--- config.mk ---
export PLATFORM = sky130hd
export DESIGN_NAME = tx_lane_gearbox_flat
export DESIGN_NICKNAME = d
export VERILOG_FILES = /design/src/rtl/tx_lane_gearbox_if.sv /design/src/rtl/tx_lane_gearbox.sv /design/src/flat_wrapper.sv
export SDC_FILE = /design/constraint.sdc
export NUM_CORES = 1
export LEC_CHECK = 0
export ABC_CLOCK_PERIOD_IN_PS = 9800
export BUFFER_PORTS_ARGS = -buffer_cell sky130_fd_sc_hd__buf_2
export CAP_MARGIN = 20
export CELL_PAD_IN_SITES_DETAIL_PLACEMENT = 1
export CELL_PAD_IN_SITES_GLOBAL_PLACEMENT = 1
export CORE_MARGIN = 2
export CORE_UTILIZATION = 25
export DETAILED_ROUTE_END_ITERATION = 10
export GPL_TIMING_DRIVEN = 0
export HOLD_SLACK_MARGIN = 0.03
export PLACE_DENSITY = 0.56
export SLEW_MARGIN = 5
export SYNTH_ARGS = -nofsm -noshare
export SYNTH_HDL_FRONTEND = slang
export SYNTH_SLANG_ARGS = --single-unit
--- constraint.sdc ---
create_clock -name clk -period 9.8 [get_ports clk]
set_clock_uncertainty 0.2 [all_clocks]
set_input_delay 1.47 -clock clk [delete_from_list [all_inputs] [get_ports clk]]
set_output_delay 1.47 -clock clk [all_outputs]
set_load 0.02 [all_outputs]
--- src/rtl/tx_lane_gearbox_if.sv ---
// Input word handshake for tx_lane_gearbox.
// One transfer carries one wide word for every lane.
interface tx_lane_gearbox_if #(
  parameter int W = 64
);
  logic [W-1:0] in_data;
  logic         in_valid;
  logic         in_ready;

  modport master (output in_data, output in_valid, input in_ready);
  modport slave  (input in_data, input in_valid, output in_ready);
endinterface

--- src/rtl/tx_lane_gearbox.sv ---
// Multi-lane TX gearbox: buffers wide per-lane words in a shared FIFO and slices them into
// SER_W-bit chunks per clk, with PRBS7, clock and idle pattern modes and underflow detection.
`ifndef SERDES_STAGES
`define SERDES_STAGES 2
`endif

module tx_lane_gearbox #(
  parameter int NLANES     = 4,
  parameter int SER_W      = 2**`SERDES_STAGES,
  parameter int RATIO      = 4,
  parameter int FIFO_DEPTH = 4
) (
  input  logic                    clk,
  input  logic                    rstb,
  tx_lane_gearbox_if.slave        in_if,
  input  logic [1:0]              mode,
  input  logic                    msb_first,
  input  logic                    ser_en,
  output logic [NLANES*SER_W-1:0] out_data,
  output logic                    out_valid,
  output logic                    underflow,
  input  logic                    underflow_clr
);
  localparam int WORD_W = RATIO * SER_W;
  localparam int BUS_W  = NLANES * WORD_W;
  localparam int PTR_W  = $clog2(FIFO_DEPTH);
  localparam int FC_W   = PTR_W + 1;
  localparam int CNT_W  = $clog2(RATIO);

  localparam logic [0:0] ST_OFF     = 1'b0;
  localparam logic [0:0] ST_RUN     = 1'b1;
  localparam logic [1:0] MODE_DATA  = 2'd0;
  localparam logic [1:0] MODE_PRBS  = 2'd1;
  localparam logic [1:0] MODE_CLOCK = 2'd2;

  function automatic logic [WORD_W-1:0] bit_rev(input logic [WORD_W-1:0] w);
    logic [WORD_W-1:0] r;
    for (int i = 0; i < WORD_W; i++) r[i] = w[WORD_W-1-i];
    return r;
  endfunction

  // x^7+x^6+1 advanced SER_W steps; returns {chunk, next_state}, chunk LSB is the earliest bit.
  function automatic logic [SER_W+6:0] prbs_adv(input logic [6:0] seed);
    logic [6:0]       s;
    logic [SER_W-1:0] c;
    s = seed;
    c = '0;
    for (int i = 0; i < SER_W; i++) begin
      c[i] = s[6] ^ s[5];
      s    = {s[5:0], s[6] ^ s[5]};
    end
    return {c, s};
  endfunction

  function automatic logic [7*NLANES-1:0] prbs_seeds();
    logic [7*NLANES-1:0] s;
    for (int l = 0; l < NLANES; l++) s[l*7 +: 7] = 7'h7F ^ 7'(l);
    return s;
  endfunction

  logic [0:0]              state_q, state_d;
  logic [CNT_W-1:0]        cnt_q, cnt_d;
  logic [1:0]              mode_q, mode_d;
  logic                    have_q, have_d;
  logic [BUS_W-1:0]        sr_q, sr_d;
  logic [7*NLANES-1:0]     lfsr_q, lfsr_d;
  logic [BUS_W-1:0]        mem_q [FIFO_DEPTH];
  logic [BUS_W-1:0]        mem_d [FIFO_DEPTH];
  logic [PTR_W-1:0]        wr_ptr_q, wr_ptr_d, rd_ptr_q, rd_ptr_d;
  logic [FC_W-1:0]         fcnt_q, fcnt_d;
  logic                    in_ready_q, in_ready_d;
  logic [NLANES*SER_W-1:0] out_data_q, out_data_d;
  logic                    out_valid_q, out_valid_d;
  logic                    underflow_q, underflow_d;

  logic                    push_s, pop_s, boundary_s, uf_set_s;
  logic [1:0]              eff_mode_s;
  logic [BUS_W-1:0]        head_s, cur_s;
  logic [SER_W+6:0]        adv_s;

  // Next-state logic: OFF/RUN sequencing, word slicing, pattern generation and FIFO bookkeeping.
  always_comb begin
    push_s      = in_if.in_valid && in_ready_q;
    boundary_s  = (state_q == ST_RUN) && (cnt_q == '0);
    eff_mode_s  = boundary_s ? mode : mode_q;
    head_s      = mem_q[rd_ptr_q];
    pop_s       = 1'b0;
    uf_set_s    = 1'b0;
    cur_s       = '0;
    adv_s       = '0;
    state_d     = state_q;
    cnt_d       = cnt_q;
    mode_d      = mode_q;
    have_d      = have_q;
    sr_d        = sr_q;
    lfsr_d      = lfsr_q;
    out_data_d  = '0;
    out_valid_d = 1'b0;
    case (state_q)
      ST_OFF: begin
        if (ser_en) begin
          state_d = ST_RUN;
          cnt_d   = '0;
        end else begin
          state_d = ST_OFF;
        end
      end
      ST_RUN: begin
        cnt_d  = cnt_q + CNT_W'(1);
        mode_d = eff_mode_s;
        if ((cnt_q == CNT_W'(RATIO-1)) && !ser_en) begin
          state_d = ST_OFF;
        end else begin
          state_d = ST_RUN;
        end
        case (eff_mode_s)
          MODE_DATA: begin
            if (boundary_s) begin
              if (fcnt_q != '0) begin
                pop_s  = 1'b1;
                have_d = 1'b1;
                for (int l = 0; l < NLANES; l++) begin
                  cur_s[l*WORD_W +: WORD_W] = msb_first ? bit_rev(head_s[l*WORD_W +: WORD_W])
                                                        : head_s[l*WORD_W +: WORD_W];
                end
              end else begin
                have_d   = 1'b0;
                uf_set_s = 1'b1;
              end
            end else begin
              cur_s = sr_q;
            end
            // Slice 0 leaves straight from the loaded word; the remainder shifts down each clk.
            for (int l = 0; l < NLANES; l++) begin
              sr_d[l*WORD_W +: WORD_W] = cur_s[l*WORD_W +: WORD_W] >> SER_W;
              if (have_d) begin
                out_data_d[l*SER_W +: SER_W] = cur_s[l*WORD_W +: SER_W];
              end else begin
                out_data_d[l*SER_W +: SER_W] = '0;
              end
            end
            out_valid_d = have_d;
          end
          MODE_PRBS: begin
            have_d = 1'b0;
            for (int l = 0; l < NLANES; l++) begin
              adv_s                        = prbs_adv(lfsr_q[l*7 +: 7]);
              out_data_d[l*SER_W +: SER_W] = adv_s[SER_W+6:7];
              lfsr_d[l*7 +: 7]             = adv_s[6:0];
            end
          end
          MODE_CLOCK: begin
            have_d     = 1'b0;
            out_data_d = {(NLANES*SER_W/2){2'b10}};
          end
          default: begin
            have_d     = 1'b0;
            out_data_d = '0;
          end
        endcase
      end
      default: begin
        state_d = ST_OFF;
      end
    endcase

    if (uf_set_s) begin
      underflow_d = 1'b1;
    end else if (underflow_clr) begin
      underflow_d = 1'b0;
    end else begin
      underflow_d = underflow_q;
    end

    mem_d = mem_q;
    if (push_s) begin
      mem_d[wr_ptr_q] = in_if.in_data;
    end else begin
      mem_d[wr_ptr_q] = mem_q[wr_ptr_q];
    end
    wr_ptr_d   = wr_ptr_q + PTR_W'(push_s);
    rd_ptr_d   = rd_ptr_q + PTR_W'(pop_s);
    fcnt_d     = fcnt_q + FC_W'(push_s) - FC_W'(pop_s);
    in_ready_d = (fcnt_d < FC_W'(FIFO_DEPTH));
  end

  // Control, datapath and output registers with synchronous active-low reset.
  always_ff @(posedge clk) begin
    if (!rstb) begin
      state_q     <= ST_OFF;
      cnt_q       <= '0;
      mode_q      <= MODE_DATA;
      have_q      <= 1'b0;
      sr_q        <= '0;
      lfsr_q      <= prbs_seeds();
      wr_ptr_q    <= '0;
      rd_ptr_q    <= '0;
      fcnt_q      <= '0;
      in_ready_q  <= 1'b0;
      out_data_q  <= '0;
      out_valid_q <= 1'b0;
      underflow_q <= 1'b0;
    end else begin
      state_q     <= state_d;
      cnt_q       <= cnt_d;
      mode_q      <= mode_d;
      have_q      <= have_d;
      sr_q        <= sr_d;
      lfsr_q      <= lfsr_d;
      wr_ptr_q    <= wr_ptr_d;
      rd_ptr_q    <= rd_ptr_d;
      fcnt_q      <= fcnt_d;
      in_ready_q  <= in_ready_d;
      out_data_q  <= out_data_d;
      out_valid_q <= out_valid_d;
      underflow_q <= underflow_d;
    end
  end

  // FIFO storage; emptiness is governed by the reset pointers, so no reset is needed here.
  always_ff @(posedge clk) begin
    mem_q <= mem_d;
  end

  assign in_if.in_ready = in_ready_q;
  assign out_data       = out_data_q;
  assign out_valid      = out_valid_q;
  assign underflow      = underflow_q;
endmodule

--- src/flat_wrapper.sv ---
// flat-port wrapper written by rule: the top's interface ports become plain ports
module tx_lane_gearbox_flat 
#(
  parameter int NLANES     = 4,
  parameter int SER_W      = 2**`SERDES_STAGES,
  parameter int RATIO      = 4,
  parameter int FIFO_DEPTH = 4
)
  (clk, rstb, mode, msb_first, ser_en, out_data, out_valid, underflow, underflow_clr, in_if_in_data, in_if_in_valid, in_if_in_ready);
  tx_lane_gearbox_if #(.W((NLANES * (RATIO * SER_W)))) in_if_i ();
  input  logic clk;
  input  logic rstb;
  input  logic [1:0] mode;
  input  logic msb_first;
  input  logic ser_en;
  output logic [NLANES*SER_W-1:0] out_data;
  output logic out_valid;
  output logic underflow;
  input  logic underflow_clr;
  input wire logic [$bits(in_if_i.in_data)-1:0] in_if_in_data;
  input wire logic [$bits(in_if_i.in_valid)-1:0] in_if_in_valid;
  output wire logic [$bits(in_if_i.in_ready)-1:0] in_if_in_ready;
  assign in_if_i.in_data = in_if_in_data;
  assign in_if_i.in_valid = in_if_in_valid;
  assign in_if_in_ready = in_if_i.in_ready;
  tx_lane_gearbox #(.NLANES(NLANES), .SER_W(SER_W), .RATIO(RATIO), .FIFO_DEPTH(FIFO_DEPTH)) u_core (.clk(clk), .rstb(rstb), .in_if(in_if_i), .mode(mode), .msb_first(msb_first), .ser_en(ser_en), .out_data(out_data), .out_valid(out_valid), .underflow(underflow), .underflow_clr(underflow_clr));
endmodule
==> flow_summary_export.csv, run 1 <==
group,metric,value,unit
setup_path,critPathLaunch,"in_if_in_valid",
synthesis,netlist_area,0.01796,mm2
setup_path,cp.arrival,4.17,ns
power,total_power,5.574,mW
setup_path,r2r-end,"u_core.mem_q[13]$_DFFE_PP_",
synthesis,synth_seq_cells,364,
synthesis,synthTopCellsByArea,"edfxtp_1, mux4_2, dfxtp_1, nor2_1, mux2i_1",
timing,period_share,0.3936,
placed_design,port_buffers,89,
setup_path,slowest_stage,"buf_2",
synthesis,yosysWarnings,0,
die,die_w,272.0,um
global_routing,grt.total_usage,0.1622,
synthesis,synth_xor_area_frac,0.009753,
drt,vias,12310,
layout,finalNonFillerCells,2466,
clock_tree,cts_resized,0,
die,rows,98,
layout,layout_commonest_cell,"nor2_1",
drt,drc,0,
power,clock_power_share,0.294,
synthesis,synth_top_family_by_area,"multiplexers",
timing,setup_viol,0,
synthesis,netlist.area_leader.share,0.4280,
synthesis,ys_types,49,
clock_tree,htreeDepth,2,
synthesis,syn-mean-instance-area,13.38,um2
hold_path,hold_path_end,"u_core.sr_q[26]$_SDFFE_PN0P_",
power,powerDensity,263.4,mW/mm2
setup_path,slowest_delay,0.47,ns
clock_tree,clkLatencyLatePin,0.60,ns
layout,post-route-util,0.2966,
die,core_area,0.07136,mm2
setup_path,critPathMaxFanout,10,
setup_path,r2r_start,"u_core.wr_ptr_q[1]$_SDFF_PN0_",
synthesis,synth_top_cell_by_area,"edfxtp_1",
die,num_io_pins,91,
clock_tree,clockRootBuffer,"clkbuf_16",
placed_design,dpl_cell_area,0.01973,mm2
placed_design,dp.cells,2386,
placed_design,place_congestion,0.8486,
clock_tree,hold_buffers,0,
run,maxCapViolCount,0,
drt,ant_nets,0,
layout,fin_area,0.02116,mm2
power,seq_power_share,0.381,
drt,first_pass_iters,7,
power,p_leak,7.033,nW
synthesis,ys_seq_area_frac,0.5484,
global_routing,grt_pass1_wl,87890,um
layout,finalNetCount,1562,
timing,slew_headroom,0.3983,
placed_design,place_hpwl,42170,um
die,start_util,0.2517,
synthesis,synth_simple_gate_area_frac,0.09475,
power,internal_power,3.710,mW
timing,tightest_slew,0.9026,ns
timing,drv_slew,0,
drt,viasPerCell,4.991,
timing,hold_violations,0,
drt,wl,60630,um
timing,min_period,3.857,ns
timing,rsz0062_at_grt,"no",
clock_tree,postCtsSetupBuffers,0,
hold_path,holdCritPathClass,"flop to flop",
setup_path,path_cells,"buf_2, nand2_1, buf_2, buf_2, inv_1, ha_1, fa_1, xnor2_1, xnor2_1, and2_1",
global_routing,grt_pass1_vias,12850,
global_routing,grt_max_degree,49,
global_routing,grt_antenna_before_repair,1,
die,die_area,0.07400,mm2
synthesis,muxShareOfSynthArea,0.2195,
power,power_frac_comb,0.325,
layout,layout_common_cells,"nor2_1, edfxtp_1, mux4_2",
timing,fmax,259.3,MHz
layout,num_antenna_cells,0,
synthesis,synthAdderAreaFrac,0.005295,
setup_path,r2r_slack,6.39,ns
power,p_switching,1.865,mW
synthesis,synth_edf_count,256,
timing,fin_setup_tns,0,ns
setup_path,worst_setup_path_end_kind,"flop",
setup_path,cp-start-kind,"primary input",
setup_path,criticalPathCategory,"primary input to flop",
drt,wl_per_cell,24.58,um
hold_path,min_from,"u_core.sr_q[26]$_SDFFE_PN0P_",
clock_tree,cts.path.max_buffers,3,
setup_path,worstPathRequired,10.12,ns
layout,syn2layout_area_growth,17.83,%
clock_tree,tritoncts,"built",
clock_tree,cts_buffers,45,
synthesis,syn-num-nets,1421,
clock_tree,cts_sinks,364,
synthesis,async_flop_share,0,
global_routing,grt_overflow,0,
die,die_h,272.0,um
setup_path,crit_top_cell,"buf_2",
clock_tree,path_clk_slew,0.05,ns
power,peakVddDrop,0.1284,mV
setup_path,ff2ff_path_depth,7,
synthesis,synth-main-ff-cell,"edfxtp_1",
run_status,status,"completed",
hold_path,whs_path_depth,1,
synthesis,synth_cells,1342,
power,p_sw_frac,0.3345,
drt,drt_iter0_drc,1101,
layout,drive_gt1_frac,0.2579,
synthesis,synth_compound_area_frac,0.07956,
-- worst max path at each step --
stage / end / slack, ns / depth (start not counted)
floorplan: u_core.fcnt_q[2]$_SDFF_PN0_ / 6.28 / 9
global placement: u_core.mem_q[8]$_DFFE_PP_ / 4.61 / 6
detailed placement: u_core.fcnt_q[2]$_SDFF_PN0_ / 5.34 / 10
CTS: u_core.fcnt_q[2]$_SDFF_PN0_ / 5.93 / 10
global route: u_core.fcnt_q[2]$_SDFF_PN0_ / 5.86 / 10
finish: u_core.fcnt_q[2]$_SDFF_PN0_ / 5.94 / 10
-- synthesized netlist by cell type (all sizes together) (2+ instances only) --
| master | count |
|---|---|
| xnor2 | 5 |
| nand4b | 2 |
| a211oi | 22 |
| a21oi | 19 |
| a31oi | 32 |
| and2 | 7 |
| and3 | 2 |
| buf | 77 |
| nand2 | 18 |
| a222oi | 8 |
| clkbuf | 44 |
| o2bb2ai | 16 |
| o21ai | 59 |
| a22oi | 39 |
| a32o | 2 |
| dfxtp | 108 |
| nand2b | 36 |
| mux2i | 80 |
| nor3 | 11 |
| edfxtp | 256 |
| nor2 | 267 |
| xor2 | 15 |
| mux4 | 128 |
| or3 | 2 |
| nand3 | 49 |
| ha | 6 |
| inv | 16 |
| a221oi | 7 |
-- layer usage --
layer	vias to the layer above	share of wire	global-route usage
li1	5422	-	-
met1	6494	0.44	0.2187
met2	319	0.49	0.2724
met3	72	0.047	0.02416
met4	0	0.021	0.04237
met5	-	0	0
-- cell families (layout without fill, tap and decap cells) --
family	Yosys count	count (layout)
adder cells (fa/ha/maj)	7	7
XOR/XNOR	20	20
AO/OA/AOI/OAI	210	210
flip-flops	364	364
AND/OR/NAND/NOR	396	396
buffers and inverters	137	311
multiplexers	208	208
-- worst max-delay path: cells and delay by family --
kind	cells	cell delay, ns
xor gates and xnor gates	2	0.36
adders and majority gates	2	0.68
buffers and inverters	4	1.18
and+or+nand+nor	2	0.47
-- metrics by stage --
| stage | hold WS (ns) | setup slack, ns |
|---|---|---|
| floorplan | 0.2334 | 6.277 |
| global placement | 0.2480 | 4.612 |
| detailed placement | 0.2522 | 5.339 |
| CTS | 0.2707 | 5.925 |
| global route | 0.2846 | 5.862 |
| finish | 0.2677 | 5.943 |
-- state kept, by name, summed over array words and instances, names as in the netlist, 2 cells and up --
register / flops
u_core.cnt_q: 2
u_core.fcnt_q: 3
u_core.lfsr_q: 28
u_core.mem_q: 256
u_core.mode_q: 2
u_core.out_data: 16
u_core.rd_ptr_q: 2
u_core.sr_q: 48
u_core.wr_ptr_q: 2
-- power groups by stage --
stage / registers [mW] / logic (mW) / clock network, mW
CTS: 2.12 / 1.83 / 1.67
global route: 2.15 / 1.95 / 1.73
finish: 2.12 / 1.81 / 1.64
detailed placement: 2.15 / 1.82 / 0
global placement: 2.15 / 1.76 / 0
floorplan: 2.12 / 1.25 / 0
-- cell type report --
type / count / area, um2
Fill cell: 7751 / 50200
Sequential cell: 364 / 9849
Multi-Input combinational cell: 841 / 7342
Clock buffer: 62 / 1234
Tap cell: 950 / 1189
Buffer: 121 / 708.2
Timing Repair Buffer: 94 / 570.5
Clock inverter: 18 / 200.2
Inverter: 16 / 70.07
Note: power is estimated with default switching activity, not from simulation.
==> inputs of run 2 (changes only) <==
--- a/config.mk
+++ b/config.mk
@@ -5,7 +5,8 @@
 export SDC_FILE = /design/constraint.sdc
 export NUM_CORES = 1
 export LEC_CHECK = 0
-export ABC_CLOCK_PERIOD_IN_PS = 9800
+export ABC_AREA = 1
+export ABC_CLOCK_PERIOD_IN_PS = 4000
 export BUFFER_PORTS_ARGS = -buffer_cell sky130_fd_sc_hd__buf_2
 export CAP_MARGIN = 20
 export CELL_PAD_IN_SITES_DETAIL_PLACEMENT = 1
@@ -15,7 +16,7 @@
 export DETAILED_ROUTE_END_ITERATION = 10
 export GPL_TIMING_DRIVEN = 0
 export HOLD_SLACK_MARGIN = 0.03
-export PLACE_DENSITY = 0.56
+export PLACE_DENSITY = 0.59
 export SLEW_MARGIN = 5
 export SYNTH_ARGS = -nofsm -noshare
 export SYNTH_HDL_FRONTEND = slang
==> constraint.sdc (replaced) <==
create_clock -name clk -period 4 [get_ports clk]
set_clock_uncertainty 0.2 [all_clocks]
set_input_delay 0.6 -clock clk [delete_from_list [all_inputs] [get_ports clk]]
set_output_delay 0.6 -clock clk [all_outputs]
set_load 0.02 [all_outputs]
==> run 2 against run 1 <==
  * Combinational power rose to 2.8 times the previous value
  * Power grew to 2.6 times the previous value
  * Clock-buffer cell count unchanged
  * Final cell count grew 38%
  * Global-route usage increased by 5.1 points
  * Critical endpoint is now u_core.in_if.in_ready$_SDFF_PN0_
  * Largest cell class unchanged
==> flow_summary_export.csv, run 2 <==
group,metric,value,unit
setup_path,critPathMaxFanout,11,
timing,setup_viol,0,
clock_tree,hold_buffers,0,
die,start_util,0.2519,
synthesis,syn-num-nets,2335,
placed_design,dpl_cell_area,0.02031,mm2
layout,largest_register,"u_core.mem_q",
clock_tree,cts_buffers,45,
setup_path,crit_end,"u_core.in_if.in_ready$_SDFF_PN0_",
setup_path,critical_path_buf_inv_count,4,
setup_path,r2r-end,"u_core.in_if.in_ready$_SDFF_PN0_",
synthesis,synth_cells,2256,
synthesis,netlist.area_leader.share,0.4190,
run_status,status,"completed",
drt,wl_per_cell,23.86,um
synthesis,ys_types,31,
setup_path,worst_setup_path_end_kind,"flop",
placed_design,place_hpwl,57130,um
clock_tree,tritoncts,"built",
setup_path,worstPathRequired,4.31,ns
setup_path,crit_family,"simple AND/OR/NAND/NOR gates",
timing,finalWorstSetupSlack,0.5712,ns
power,powerDensity,670.2,mW/mm2
die,num_io_pins,91,
layout,post-route-util,0.2995,
die,rows,99,
drt,viasPerCell,5.094,
layout,largest_reg_flops,256,
synthesis,synth_common_cells,"nand2_1, nor3_1, edfxtp_1",
synthesis,post-synth-top-count-cell,"nand2_1",
clock_tree,cts_resized,0,
synthesis,synth-main-ff-cell,"edfxtp_1",
die,core_area,0.07283,mm2
setup_path,slowest_stage,"nor3_4",
setup_path,r2r_start,"u_core.cnt_q[0]$_SDFFE_PN0P_",
synthesis,yosysWarnings,0,
clock_tree,path_clk_slew,0.06,ns
clock_tree,postCtsSetupBuffers,0,
power,p_leak,8.712,nW
synthesis,ys_seq_area_frac,0.5368,
global_routing,grt_pass1_vias,18100,
drt,ant_nets,0,
clock_tree,htreeDepth,2,
clock_tree,clockRootBuffer,"clkbuf_16",
placed_design,port_buffers,89,
layout,top_regs,"u_core.mem_q: 256 flops, u_core.sr_q: 48 flops, u_core.lfsr_q: 28 flops",
setup_path,critPathLaunch,"u_core.cnt_q[0]$_SDFFE_PN0P_",
setup_path,path_cells,"inv_1, ha_1, nand2_4, nand2_1, o21ai_4, nand2_4, nor3_4, buf_4, ha_1, inv_1, ha_1, fa_1, xor2_1, inv_1, nor2_1",
layout,seqCellArea,0.009849,mm2
global_routing,grt_overflow,0,
synthesis,syn-mean-instance-area,8.133,um2
synthesis,muxShareOfSynthArea,0,
die,die_h,274.9,um
placed_design,place_congestion,0.8537,
synthesis,synthAdderAreaFrac,0.005182,
layout,fin_area,0.02181,mm2
timing,rsz0062_at_grt,"no",
hold_path,whs_path_depth,3,
power,peakVddDrop,0.3154,mV
timing,fin_setup_tns,0,ns
clock_tree,clkLatencyLatePin,0.61,ns
drt,vias,17340,
run,maxCapViolCount,0,
drt,drc,0,
timing,fmax,291.6,MHz
synthesis,async_flop_share,0,
placed_design,pre_cts_slack,0.2068,ns
hold_path,holdCritPathClass,"primary input to flop",
global_routing,grt.total_usage,0.2134,
drt,first_pass_iters,5,
synthesis,synth_xor_area_frac,0.009547,
layout,drive_gt1_frac,0.09206,
layout,num-fill-cells,8754,
timing,period_share,0.8572,
synthesis,netlist_area,0.01835,mm2
layout,finalNetCount,2488,
layout,layout_commonest_cell,"nand2_1",
timing,tightest_slew,1.285,ns
synthesis,synth_edf_count,256,
setup_path,r2r_slack,0.57,ns
synthesis,synth_top_cell_by_area,"edfxtp_1",
setup_path,criticalPathCategory,"flop to flop",
die,die_w,274.9,um
global_routing,grt_pass1_wl,118300,um
synthesis,synth_seq_cells,364,
timing,min_period,3.429,ns
drt,drt_iter0_drc,1381,
setup_path,cp_num_cells,15,
timing,drv_slew,0,
setup_path,cp-start-kind,"flop",
synthesis,synth_compound_area_frac,0.08974,
layout,layout_common_cells,"nand2_1, nor3_1, edfxtp_1",
setup_path,ff2ff_path_depth,15,
layout,multi_input_area,0.007597,mm2
synthesis,synth_simple_gate_area_frac,0.3096,
synthesis,synthTopCellsByArea,"edfxtp_1, nand2_1, dfxtp_1, nor3_1, nand3_1",
timing,hold_violations,0,
synthesis,synth_top_family_by_area,"simple AND/OR/NAND/NOR gates",
global_routing,grt_max_degree,27,
timing,slew_headroom,0.1433,
setup_path,slowest_delay,0.46,ns
layout,syn2layout_area_growth,18.88,%
setup_path,cp.arrival,3.74,ns
die,die_area,0.07558,mm2
global_routing,grt_antenna_before_repair,1,
clock_tree,cts_sinks,364,
clock_tree,cts.path.max_buffers,3,
drt,wl,81220,um
[run 2: cells by family (layout without fill, tap and decap cells)]
| logic type | after synthesis | after routing |
|---|---|---|
| xor+xnor | 20 | 20 |
| buf+inv | 224 | 412 |
| flops | 364 | 364 |
| other cells | 0 | 1 |
| fa+ha+maj | 7 | 7 |
| simple gates | 1357 | 1357 |
| compound gates | 284 | 284 |
[run 2: layout make-up]
cell class | count | area share
clock buffers | 62 | 0.05977
plain buffers | 162 | 0.03092
multi-input cells | 1668 | 0.3483
inverters | 62 | 0.01067
well taps | 959 | 0.05501
diodes | 1 | 0.0001147
flip-flops and latches | 364 | 0.4515
repair buffers | 106 | 0.03573
clock inverters | 20 | 0.007973
[run 2: how the worst min path moves through the flow]
stage	startpoint	endpoint	slack [ns]
2_1_floorplan	u_core.lfsr_q[15]$_SDFFE_PN0P_	u_core.lfsr_q[15]$_SDFFE_PN0P_	0.23
6_report	ser_en	u_core.state_q$_SDFF_PN0_	0.05
5_1_grt	ser_en	u_core.state_q$_SDFF_PN0_	0.06
4_1_cts	ser_en	u_core.state_q$_SDFF_PN0_	0.03
3_5_place_dp	u_core.lfsr_q[22]$_SDFFE_PN0P_	u_core.lfsr_q[22]$_SDFFE_PN0P_	0.26
3_3_place_gp	u_core.lfsr_q[15]$_SDFFE_PN0P_	u_core.lfsr_q[15]$_SDFFE_PN0P_	0.24
[run 2: tightest hold or removal path: stages]
cell,delay [ns]
buf_2,0.09
nand2_1,0.05
o21ai_0,0.06
[run 2: report_power, final]
part           switching, mW  leakage (nW)  internal [mW]
registers              0.362          3.45           4.98
logic                   3.79          4.53           1.34
clock network           1.74         0.733           2.41
total                   5.89          8.71           8.73
[run 2: per-layer routing]
metal | global-route usage | vias to the layer above | part of all wire
li1 | - | 7998 | -
met1 | 0.2688 | 8586 | 0.42
met2 | 0.3497 | 589 | 0.46
met3 | 0.05412 | 164 | 0.076
met4 | 0.08506 | 2 | 0.036
met5 | 0 | - | 0.00022
[run 2: per-stage QoR]
| stage | power (mW) | hold slack, ns | std cells |
|---|---|---|---|
| detailed placement | 10.43 | 0.2576 | 3319 |
| CTS | 14.60 | 0.03127 | 3401 |
| global route | 15.36 | 0.05624 | 3403 |
| floorplan | 8.290 | 0.2299 | 2256 |
| global placement | 10.20 | 0.2433 | 3304 |
| finish | 14.62 | 0.04625 | 3404 |
==> inputs of run 3 (changes only) <==
--- a/config.mk
+++ b/config.mk
@@ -11,6 +11,7 @@
 export CAP_MARGIN = 20
 export CELL_PAD_IN_SITES_DETAIL_PLACEMENT = 1
 export CELL_PAD_IN_SITES_GLOBAL_PLACEMENT = 1
+export CORE_ASPECT_RATIO = 1.25
 export CORE_MARGIN = 2
 export CORE_UTILIZATION = 25
 export DETAILED_ROUTE_END_ITERATION = 10
==> run 3 against run 2 <==
  * Wire length up 1.0%
  * Sequential share of layout area up 0.23 points
  * First-iteration DRC count down 14%
  * Via count up 0.16%
  * Critical path depth down 6
  * Highest routed layer is now met4
==> flow_summary_export.csv, run 3 (synthesis results as in run 2) <==
group,metric,value,unit
run_status,status,"completed",
layout,fin_area,0.02170,mm2
die,core_area,0.07305,mm2
run,maxCapViolCount,0,
layout,top_regs,"u_core.mem_q: 256 flops, u_core.sr_q: 48 flops, u_core.lfsr_q: 28 flops",
clock_tree,tritoncts,"built",
setup_path,cp-start-kind,"flop",
placed_design,place_hpwl,58560,um
drt,drt_iter0_drc,1185,
placed_design,port_buffers,89,
setup_path,cp.arrival,3.84,ns
power,peakVddDrop,0.3112,mV
global_routing,grt_antenna_before_repair,1,
timing,hold_slack,0.05591,ns
global_routing,use_met2,0.3772,
clock_tree,cts_resized,0,
power,power_frac_comb,0.348,
layout,layout_commonest_cell,"nand2_1",
layout,largest_reg_flops,256,
clock_tree,postCtsSetupBuffers,0,
setup_path,criticalPathCategory,"flop to flop",
clock_tree,path_clk_slew,0.06,ns
clock_tree,cts.path.max_buffers,3,
timing,hold_violations,0,
layout,largest_register,"u_core.mem_q",
layout,seqCellArea,0.009849,mm2
power,seq_power_share,0.367,
layout,multi_input_area,0.007597,mm2
clock_tree,clockRootBuffer,"clkbuf_16",
power,p_leak,8.651,nW
timing,period_share,0.8866,
timing,rsz0062_at_grt,"no",
drt,first_pass_iters,5,
die,rows,111,
placed_design,place_congestion,0.8339,
power,internal_power,8.677,mW
clock_tree,hold_buffers,0,
timing,slew_headroom,0.1593,
power,p_sw_frac,0.4024,
setup_path,r2r_slack,0.45,ns
global_routing,grt_overflow,0,
layout,layout_common_cells,"nand2_1, nor3_1, edfxtp_1",
layout,syn2layout_area_growth,18.28,%
power,p_switching,5.843,mW
die,die_h,306.9,um
global_routing,global_route.usage.met3,0.03823,
global_routing,grtUsageMet1,0.2614,
global_routing,grt.total_usage,0.2166,
drt,wl_per_cell,24.15,um
global_routing,grt_pass1_wl,120300,um
layout,finalNetCount,2482,
clock_tree,htreeDepth,2,
global_routing,grt_busiest_layer,"met2",
timing,fmax,282.0,MHz
layout,drive_gt1_frac,0.09027,
die,die_w,246.3,um
drt,drc,0,
setup_path,worst_setup_path_end_kind,"flop",
timing,min_period,3.546,ns
power,clock_power_share,0.285,
clock_tree,cts_buffers,44,
die,start_util,0.2512,
layout,num_antenna_cells,0,
layout,post-route-util,0.2971,
placed_design,dpl_cell_area,0.02021,mm2
die,num_io_pins,91,
timing,setup_viol,0,
global_routing,grt_max_degree,31,
drt,ant_nets,0,
timing,tightest_slew,1.261,ns
setup_path,worstPathRequired,4.29,ns
clock_tree,clkLatencyLatePin,0.61,ns
drt,vias,17370,
power,powerDensity,669.1,mW/mm2
die,die_area,0.07559,mm2
setup_path,critPathMaxFanout,10,
hold_path,holdCritPathClass,"primary input to flop",
drt,viasPerCell,5.112,
timing,drv_slew,0,
global_routing,grt_pass1_vias,18130,
drt,wl,82050,um
layout,num-fill-cells,8816,
clock_tree,cts_sinks,364,
==> run 3: final timing paths <==
check                                                       from                          endpoint  cells after the start
worst min-delay path                                      ser_en         u_core.state_q$_SDFF_PN0_                      3
worst max register to register  u_core.in_if.in_ready$_SDFF_PN0_  u_core.in_if.in_ready$_SDFF_PN0_                      9
worst max-delay path            u_core.in_if.in_ready$_SDFF_PN0_  u_core.in_if.in_ready$_SDFF_PN0_                      9
worst min register to register    u_core.lfsr_q[15]$_SDFFE_PN0P_    u_core.lfsr_q[15]$_SDFFE_PN0P_                      2
==> run 3: worst max-delay path, cell delays in order (launching register included) <==
cell      delay, ns
dfxtp_1        0.31
nand2_1        0.25
clkbuf_1       0.59
clkbuf_1       0.62
inv_1          0.33
ha_1           0.31
fa_1           0.41
xor2_1         0.21
inv_1          0.06
nor2_1         0.15
==> run 3: per-stage QoR <==
stage | cells | TNS, ns | power (mW) | worst slack, ns
2_1_floorplan | 2256 | 0 | 8.290 | 0.3844
3_3_place_gp | 3305 | -560.39 | 10.19 | -2.291
3_5_place_dp | 3316 | 0 | 10.36 | 0.06832
4_1_cts | 3396 | 0 | 14.51 | 0.4571
5_1_grt | 3397 | 0 | 15.22 | 0.3045
6_report | 3397 | 0 | 14.52 | 0.4538
==> run 3: final cells by class <==
cell class,count,area share
clock inverters,19,0.01015
clock buffers,61,0.05788
repair buffers,101,0.03090
multi-input cells,1668,0.3501
flip-flops and latches,364,0.4538
plain buffers,162,0.03108
well taps,960,0.05535
inverters,62,0.01072
==> run 3: power by group through the flow <==
| stage | Combinational [mW] | Sequential [mW] | Clock, mW |
|---|---|---|---|
| floorplan | 2.96 | 5.33 | 0 |
| global route | 5.50 | 5.40 | 4.33 |
| CTS | 4.98 | 5.32 | 4.20 |
| detailed placement | 4.96 | 5.40 | 0 |
| global placement | 4.75 | 5.44 | 0 |
| finish | 5.05 | 5.33 | 4.14 |
==> run 3: per-layer routing <==
layer | vias to the layer above | part of all wire
met3 | 171 | 0.061
li1 | 7994 | -
met2 | 569 | 0.49
met1 | 8632 | 0.40
met4 | 0 | 0.042
met5 | - | 0
